--- src/rtl/core_pkg.sv ---
// core_pkg: shared sequencer state encoding and default bus timeout
package core_pkg;
  typedef enum logic [2:0] {
    FETCH = 3'd0,
    IWAIT = 3'd1,
    EXEC  = 3'd2,
    MREQ  = 3'd3,
    MWAIT = 3'd4,
    WB    = 3'd5,
    HALT  = 3'd6
  } state_t;
  localparam int TIMEOUT_DEF = 255;
endpackage

--- src/rtl/core_seq_ctrl_if.sv ---
// core_seq_ctrl_if: IFU fetch and LSU data handshakes between sequencer (master) and bus units (slave)
//   ifu_req_valid/ifu_req_ready/ifu_resp_valid/inst_we : fetch request, accept, response, IR latch
//   lsu_req_valid/lsu_req_ready/lsu_req_wen/lsu_resp_valid/rdata_we : data request, accept, store flag, response, rdata latch
interface core_seq_ctrl_if;
  logic ifu_req_valid, ifu_req_ready, ifu_resp_valid, inst_we;
  logic lsu_req_valid, lsu_req_ready, lsu_req_wen, lsu_resp_valid, rdata_we;
  modport master (
    output ifu_req_valid, inst_we, lsu_req_valid, lsu_req_wen, rdata_we,
    input  ifu_req_ready, ifu_resp_valid, lsu_req_ready, lsu_resp_valid
  );
  modport slave (
    input  ifu_req_valid, inst_we, lsu_req_valid, lsu_req_wen, rdata_we,
    output ifu_req_ready, ifu_resp_valid, lsu_req_ready, lsu_resp_valid
  );
endinterface

--- src/rtl/bus_timeout_cnt.sv ---
// bus_timeout_cnt: saturating wait counter; expired flags the LIMIT-th waiting cycle
//   clk, rst : clock, async active-high reset
//   clr      : zero the count (held while not waiting)
//   en       : count this cycle as a waiting cycle
//   expired  : current waiting cycle is the LIMIT-th one (or later)
module bus_timeout_cnt #(
  parameter int LIMIT = 255,
  parameter int W     = 16
) (
  input  logic clk,
  input  logic rst,
  input  logic clr,
  input  logic en,
  output logic expired
);
  logic [W-1:0] cnt;
  always_ff @(posedge clk or posedge rst)
    if (rst) cnt <= '0;
    else if (clr) cnt <= '0;
    else if (en && cnt != W'(LIMIT)) cnt <= cnt + 1'b1;
  // cnt counts cycles already waited, so the current cycle is number cnt+1
  assign expired = en && cnt >= W'(LIMIT - 1);
endmodule

--- src/rtl/core_seq_ctrl.sv ---
// core_seq_ctrl: multi-cycle RV32 sequencer (fetch, exec, mem, writeback) owning all write-enable timing
//   clk, rst   : clock, async active-high reset
//   bus        : IFU/LSU handshakes (master side)
//   is_load/is_store/is_csr/writes_rd/is_ebreak : decoded instruction class, stable from inst_we to next fetch
//   pc_we/rf_we/csr_we : commit strobes, only in WB
//   halted/bus_err     : sticky stop and timeout flags
//   retire_cnt         : retired instructions since reset (wraps)
module core_seq_ctrl
  import core_pkg::*;
#(
  parameter int TIMEOUT = TIMEOUT_DEF,
  parameter int CNT_W   = 32
) (
  input  logic             clk,
  input  logic             rst,
  core_seq_ctrl_if.master  bus,
  input  logic             is_load,
  input  logic             is_store,
  input  logic             is_csr,
  input  logic             writes_rd,
  input  logic             is_ebreak,
  output logic             pc_we,
  output logic             rf_we,
  output logic             csr_we,
  output logic             halted,
  output logic             bus_err,
  output logic [CNT_W-1:0] retire_cnt
);
  state_t state, nxt;
  logic mem_ld, mem_st, wait_st, resp, expired, timeout, retire, run;
  assign run     = !rst;
  assign wait_st = state == IWAIT || state == MWAIT;
  assign resp    = state == IWAIT ? bus.ifu_resp_valid : bus.lsu_resp_valid;
  // a response in the expiring cycle takes priority over the timeout
  assign timeout = wait_st && !resp && expired;
  assign retire  = state == WB || (state == EXEC && is_ebreak);
  bus_timeout_cnt #(.LIMIT(TIMEOUT)) u_tmo (
    .clk(clk), .rst(rst), .clr(!wait_st), .en(wait_st), .expired(expired)
  );
  always_ff @(posedge clk or posedge rst)
    if (rst) state <= FETCH;
    else state <= nxt;
  always_ff @(posedge clk or posedge rst)
    if (rst) begin
      bus_err    <= 1'b0;
      mem_ld     <= 1'b0;
      mem_st     <= 1'b0;
      retire_cnt <= '0;
    end else begin
      bus_err <= bus_err | timeout;
      if (state == EXEC) begin
        mem_ld <= is_load;
        mem_st <= is_store;
      end
      if (retire) retire_cnt <= retire_cnt + 1'b1;
    end
  // strobes are gated by rst so an abandoned transaction never writes
  always_comb begin
    nxt = state;
    case (state)
      FETCH:   nxt = bus.ifu_req_ready ? IWAIT : FETCH;
      IWAIT:   nxt = resp ? EXEC : timeout ? HALT : IWAIT;
      EXEC:    nxt = is_ebreak ? HALT : (is_load || is_store) ? MREQ : WB;
      MREQ:    nxt = bus.lsu_req_ready ? MWAIT : MREQ;
      MWAIT:   nxt = resp ? WB : timeout ? HALT : MWAIT;
      WB:      nxt = FETCH;
      default: nxt = HALT;
    endcase
    bus.ifu_req_valid = run && state == FETCH;
    bus.inst_we       = run && state == IWAIT && bus.ifu_resp_valid;
    bus.lsu_req_valid = run && state == MREQ;
    bus.lsu_req_wen   = run && state == MREQ && mem_st;
    bus.rdata_we      = run && state == MWAIT && bus.lsu_resp_valid && mem_ld;
    pc_we             = run && state == WB;
    rf_we             = run && state == WB && writes_rd;
    csr_we            = run && state == WB && is_csr;
    halted            = state == HALT;
  end
endmodule

--- src/flat_wrapper.sv ---
// flat-port wrapper written by rule: the top's interface ports become plain ports
module core_seq_ctrl_flat import core_pkg::*;
#(
  parameter int TIMEOUT = TIMEOUT_DEF,
  parameter int CNT_W   = 32
)
  (clk, rst, is_load, is_store, is_csr, writes_rd, is_ebreak, pc_we, rf_we, csr_we, halted, bus_err, retire_cnt, bus_ifu_req_valid, bus_inst_we, bus_lsu_req_valid, bus_lsu_req_wen, bus_rdata_we, bus_ifu_req_ready, bus_ifu_resp_valid, bus_lsu_req_ready, bus_lsu_resp_valid);
  core_seq_ctrl_if bus_i ();
  input  logic clk;
  input  logic rst;
  input  logic is_load;
  input  logic is_store;
  input  logic is_csr;
  input  logic writes_rd;
  input  logic is_ebreak;
  output logic pc_we;
  output logic rf_we;
  output logic csr_we;
  output logic halted;
  output logic bus_err;
  output logic [CNT_W-1:0] retire_cnt;
  output wire logic [$bits(bus_i.ifu_req_valid)-1:0] bus_ifu_req_valid;
  output wire logic [$bits(bus_i.inst_we)-1:0] bus_inst_we;
  output wire logic [$bits(bus_i.lsu_req_valid)-1:0] bus_lsu_req_valid;
  output wire logic [$bits(bus_i.lsu_req_wen)-1:0] bus_lsu_req_wen;
  output wire logic [$bits(bus_i.rdata_we)-1:0] bus_rdata_we;
  input wire logic [$bits(bus_i.ifu_req_ready)-1:0] bus_ifu_req_ready;
  input wire logic [$bits(bus_i.ifu_resp_valid)-1:0] bus_ifu_resp_valid;
  input wire logic [$bits(bus_i.lsu_req_ready)-1:0] bus_lsu_req_ready;
  input wire logic [$bits(bus_i.lsu_resp_valid)-1:0] bus_lsu_resp_valid;
  assign bus_ifu_req_valid = bus_i.ifu_req_valid;
  assign bus_inst_we = bus_i.inst_we;
  assign bus_lsu_req_valid = bus_i.lsu_req_valid;
  assign bus_lsu_req_wen = bus_i.lsu_req_wen;
  assign bus_rdata_we = bus_i.rdata_we;
  assign bus_i.ifu_req_ready = bus_ifu_req_ready;
  assign bus_i.ifu_resp_valid = bus_ifu_resp_valid;
  assign bus_i.lsu_req_ready = bus_lsu_req_ready;
  assign bus_i.lsu_resp_valid = bus_lsu_resp_valid;
  core_seq_ctrl #(.TIMEOUT(TIMEOUT), .CNT_W(CNT_W)) u_core (.clk(clk), .rst(rst), .bus(bus_i), .is_load(is_load), .is_store(is_store), .is_csr(is_csr), .writes_rd(writes_rd), .is_ebreak(is_ebreak), .pc_we(pc_we), .rf_we(rf_we), .csr_we(csr_we), .halted(halted), .bus_err(bus_err), .retire_cnt(retire_cnt));
endmodule
--- config.mk ---
export PLATFORM = sky130hd
export DESIGN_NAME = core_seq_ctrl_flat
export DESIGN_NICKNAME = d
export VERILOG_FILES = /design/src/rtl/core_pkg.sv /design/src/rtl/core_seq_ctrl_if.sv /design/src/rtl/bus_timeout_cnt.sv /design/src/rtl/core_seq_ctrl.sv /design/src/flat_wrapper.sv
export SDC_FILE = /design/constraint.sdc
export NUM_CORES = 1
export LEC_CHECK = 0
export ABC_AREA = 1
export BUFFER_PORTS_ARGS = -buffer_cell sky130_fd_sc_hd__buf_2
export CORE_AREA = 10 10 100 102
export CTS_CLUSTER_SIZE = 25
export DETAILED_ROUTE_END_ITERATION = 7
export DIE_AREA = 0 0 110 112
export SLEW_MARGIN = 40
export SYNTH_ARGS = -nofsm -noshare
export SYNTH_HDL_FRONTEND = slang
export SYNTH_SLANG_ARGS = --single-unit
--- constraint.sdc ---
create_clock -name clk -period 5.3 [get_ports clk]
set_input_delay 1.325 -clock clk [delete_from_list [all_inputs] [get_ports clk]]
set_output_delay 1.325 -clock clk [all_outputs]
set_load 0.01 [all_outputs]
# ---- Word level (Yosys, flattened, before mapping)
# Index checks and enable logic that the tools add are counted.
dict set report totals {
  reg_bits 54
  input_bits 11
}
dict set report op_classes {
  bitwise_logic 1
  n_lt_le_gt_ge 1
  muxes 12
  reduce_logical 22
  n_addsub 2
  eq_ne 8
}
# operator count
set op_table {}
lappend op_table {{32-bit by 1-bit adder with 32-bit output (second input constant)} 1}
lappend op_table {{16-bit 2-to-1 mux} 2}
lappend op_table {{3-bit 2-to-1 mux} 6}
lappend op_table {{3-bit one-hot mux with 6 select lines} 1}
lappend op_table {{16-bit by 1-bit adder with 16-bit output (second input constant)} 1}
lappend op_table {{16-bit by 8-bit >= comparator with 1-bit output (second input constant)} 1}
lappend op_table {{1-bit logical AND} 16}
lappend op_table {{16-bit by 8-bit inequality test with 1-bit output (second input constant)} 1}
lappend op_table {{3-bit equality test (second input constant)} 3}
lappend op_table {{3-bit by 2-bit equality test with 1-bit output (second input constant)} 2}
lappend op_table {{3-bit by 1-bit equality test with 1-bit output (second input constant)} 1}
lappend op_table {{3-bit zero test} 1}
lappend op_table {{1-bit logical OR} 3}
lappend op_table {{1-bit zero test} 2}
lappend op_table {{1-bit 2-to-1 mux} 2}
lappend op_table {{2-bit 2-to-1 mux} 1}
lappend op_table {{2-bit by 1-bit inequality test with 1-bit output (second input constant)} 1}
lappend op_table {{1-bit bitwise OR} 1}

# ---- Longest topological paths before layout
dict set report logic_depth {
  depth_word 8
  ltp_mapped 10
  mapped_depth_nobuf 10
}

# ---- Modules after synthesis
# From an unflattened synthesis, not the netlist that was laid out.
dict set report unflattened {
  cells_unflattened 481
  hier_area_um2 3582.2
}
# module n_inst seq_area_each_um2 area_each_um2 cells_each
set modules_own_cells {}
lappend modules_own_cells {core_seq_ctrl 1 950.9 2481.1 319}
lappend modules_own_cells {bus_timeout_cnt 1 400.4 1101.1 162}

# ---- Least setup slack after synthesis
# No wires, ideal clock.
dict set report synth_path {
  kind {input-to-output}
  startpoint {input port rst}
  endpoint {output port bus_rdata_we}
  cell_stages 3
  t_arrival_ns 2.860
  path_buffers 0
  path_slack_ns 1.115
  cell_sequence {inv_1 nand3_1 nor2_1}
}
dict set report synth_between {
  elab_chain_cells 4
}
# item line
set synth_lines {}
lappend synth_lines {{from (decl)} flat_wrapper.sv:10} ;# input logic rst;
lappend synth_lines {{1-bit zero test (no line)} --}
lappend synth_lines {{1-bit logical AND (3 in a row)} core_seq_ctrl.sv:73} ;# bus.rdata_we = run && state == MWAIT && bus.lsu_resp_valid && mem_ld;
lappend synth_lines {{to (decl)} flat_wrapper.sv:26} ;# output wire logic [$bits(bus_i.rdata_we)-1:0] bus_rdata_we;
# Every way passes these cells.

# ---- Worst setup path after layout
# Same ends and word-level chain as after synthesis.

==> impl_metrics.env <==
export IMPL_die_h_um=112
export IMPL_ys_warnings_count=0
export IMPL_wl_met2_um=3670
export IMPL_timing_final_crit_share=0.635
export IMPL_drc=0
export IMPL_p_per_area_nw_per_um2=304
export IMPL_postRouteAntennaNets=0
export IMPL_grt_pass1_vias=2629
export IMPL_cts_max_level=2
export IMPL_n_antenna_cell=0
export IMPL_finalClockSkew_ns=0.00983
export IMPL_cp_start_kind="primary input"
export IMPL_drv_cap=0
export IMPL_hold_viol=0
export IMPL_crit_start="rst"
export IMPL_min_path_cells=2
export IMPL_wl_met1_um=3440
export IMPL_drt_iter0_drc=136
export IMPL_synth_adder_area_share=0.0121
export IMPL_synthCells=428
export IMPL_cts_hold_buf=0
export IMPL_clk_latency_ns=0.31
export IMPL_fin_crit_ns=3.36
export IMPL_max_stage_delay_ns=0.22
export IMPL_num_vias=2750
export IMPL_root_buffer="clkbuf_8"
export IMPL_finalSetupViolCount=0
export IMPL_area_growth_pct=15.6
export IMPL_mostFrequentLayoutCells="nand2_1 (132), nor2_1 (61), dfrtp_1 (54)"
export IMPL_synth_top_family_by_area="simple AND/OR/NAND/NOR gates"
export IMPL_die_area_um2=12300
export IMPL_slew_viol_final=0
export IMPL_overflow=0
export IMPL_critPathRequiredTime_ns=3.97
export IMPL_multi_input_area_um2=1520
export IMPL_routed_via_density=4.65
export IMPL_antenna_found_initial=0
export IMPL_synth_xor_area_frac=0.0591
export IMPL_grt_pass1_wl_um=12500
export IMPL_rsz0062_at_grt="false"
export IMPL_cp_arrival_ns=2.04
export IMPL_seq_area_frac_synth=0.434
export IMPL_wl_met3_um=278
export IMPL_pre_cts_slack_ns=1.90
export IMPL_r2r_slack_ns=3.53
export IMPL_synth_edff_count=0
export IMPL_drt_wl_total_um=7430
export IMPL_synth_nets=442
export IMPL_ys_ff_latch=54
export IMPL_r2r_start="u_core.retire_cnt[0]$_DFFE_PP0P_"
export IMPL_post_synth_cell_area_avg_um2=7.27
export IMPL_start_util=0.387
export IMPL_tightestPinTransition_ns=0.614
export IMPL_syn_area_um2=3110
export IMPL_async_flop_share=1.00
export IMPL_fill_cells=857
export IMPL_relSlewSlack=0.588
export IMPL_holdCritPathClass="flip-flop to flip-flop"
export IMPL_drive_above_1_share=0.152
export IMPL_synthMuxAreaShare=0
export IMPL_max_clock_freq_ghz=0.297
export IMPL_first_pass_iters=4
export IMPL_nets=499
export IMPL_postCtsSetupBuffers=0
export IMPL_timing_rr_end="u_core.retire_cnt[26]$_DFFE_PP0P_"
export IMPL_critPathCaptureType="primary output"
export IMPL_crit_top_cell="buf_2"
export IMPL_io_buffers=52
export IMPL_gp_congestion=0.829
export IMPL_setup_tns_ns=0
export IMPL_grt_total_usage=0.123
export IMPL_floorplan_rows=33
export IMPL_criticalPathCategory="primary input to primary output"
export IMPL_synth_compound_area_frac=0.0390
export IMPL_routedWlPerCell_um=12.6
export IMPL_dominantRegCellSynth="dfrtp_1"
export IMPL_num_io_pins=53
export IMPL_numClockSinks=54
export IMPL_regArea_um2=1350
export IMPL_post_dp_hpwl_um=5770
export IMPL_numCtsBuffers=5
export IMPL_cts_buffer_depth=2
export IMPL_crit_slowest_cell="inv_2"
export IMPL_synth_distinct_cells=29
export IMPL_cts_repair_resized=0
export IMPL_path_max_fanout=13
export IMPL_run_status="completed"
export IMPL_crit_path_end="bus_rdata_we"
export IMPL_ir_worst_vdd_mv=0.158
export IMPL_worstPathCellList="buf_2 -> inv_2 -> nand3_1 -> nor2_1 -> buf_2"
export IMPL_p_leak_uw=0.00181
export IMPL_synthSimpleGateAreaFrac=0.379
export IMPL_cts_clk_slew_worst_paths_ns=0.10
export IMPL_finalWorstSetupSlack_ns=1.94
export IMPL_core_um2=8050
export IMPL_r2r_cells=10
export IMPL_dr_max_layer_used="met4"
export IMPL_dieWidth_um=110
export IMPL_mostFrequentLayoutCell="nand2_1"
export IMPL_grt_start_max_net_pins=45
export IMPL_cts_tree="yes"
[per-stage QoR]
stage	area (um2)	power (uW)	util	std cells	hold WS, ns
after floorplan	3110	742	-	428	0.446
after global placement	3490	820	0.433	583	0.448
after detailed placement	3490	826	0.433	583	0.453
after CTS	3600	1110	0.447	591	0.479
after global routing	3600	1170	0.447	591	0.504
final	3600	1090	0.447	591	0.469
[state kept, by name, summed over array words and instances (netlist names)]
signal,cells
u_core.state,3
u_core.bus_err,1
u_core.mem_ld,1
u_core.retire_cnt,32
u_core.mem_st,1
u_core.u_tmo.cnt,16
[report_power, final]
group | switching [uW] | leakage, uW | internal, uW
logic | 204 | 0.00104 | 93.2
registers | 61.6 | 0.000712 | 454
clock network | 138 | 0.0000514 | 141
total | 404 | 0.00181 | 689
[cell type report]
class	count	share of cell area
Clock buffer	6	0.0202
Clock inverter	2	0.0104
Inverter	56	0.0598
Multi-Input combinational cell	315	0.423
Sequential cell	54	0.376
Tap cell	105	0.0365
Timing Repair Buffer	53	0.0744
[metal layers]
layer	global-route usage	vias to the layer above
met1	0.157	1242
met3	0.0317	4
met2	0.202	42
met5	0	-
li1	-	1462
met4	0.0234	0
[synthesized netlist by cell type (2+ instances only)]
cell	number	area share
a21oi_1	7	0.011
dfrtp_1	54	0.43
ha_1	3	0.012
nor2_1	61	0.074
nand4_1	10	0.020
xor2_1	9	0.025
or2_2	2	0.0040
o21ai_0	14	0.023
nand2_2	2	0.0040
xnor2_1	12	0.034
nand3b_1	5	0.012
nand2_1	132	0.16
nor2_8	2	0.013
nor2_2	3	0.0060
nand3_1	30	0.048
nor3b_1	2	0.0048
o21ai_1	2	0.0032
nor4_1	3	0.0060
inv_1	54	0.065
nor3_1	12	0.019
[cells by family (layout without fill, tap and decap cells)]
group / after synthesis / count (layout)
XOR/XNOR: 21 / 21
AND/OR/NAND/NOR: 267 / 267
flip-flops: 54 / 54
AO/OA/AOI/OAI: 24 / 24
buffers and inverters: 59 / 117
adder cells (fa/ha/maj): 3 / 3
[worst max-delay path, delay by kind of cell]
kind | cells | cell delay [ns]
buffers and inverters | 3 | 0.50
AND/OR/NAND/NOR | 2 | 0.21
[worst min path at each step]
stage / startpoint / endpoint / slack [ns]
floorplan: u_core.mem_st$_DFFE_PP0P_ / u_core.mem_st$_DFFE_PP0P_ / 0.45
global placement: u_core.bus_err$_DFF_PP0_ / u_core.bus_err$_DFF_PP0_ / 0.45
detailed placement: u_core.bus_err$_DFF_PP0_ / u_core.bus_err$_DFF_PP0_ / 0.45
CTS: u_core.bus_err$_DFF_PP0_ / u_core.bus_err$_DFF_PP0_ / 0.48
global route: u_core.bus_err$_DFF_PP0_ / u_core.bus_err$_DFF_PP0_ / 0.50
finish: u_core.bus_err$_DFF_PP0_ / u_core.bus_err$_DFF_PP0_ / 0.47
(Power assumes the default switching activity.)
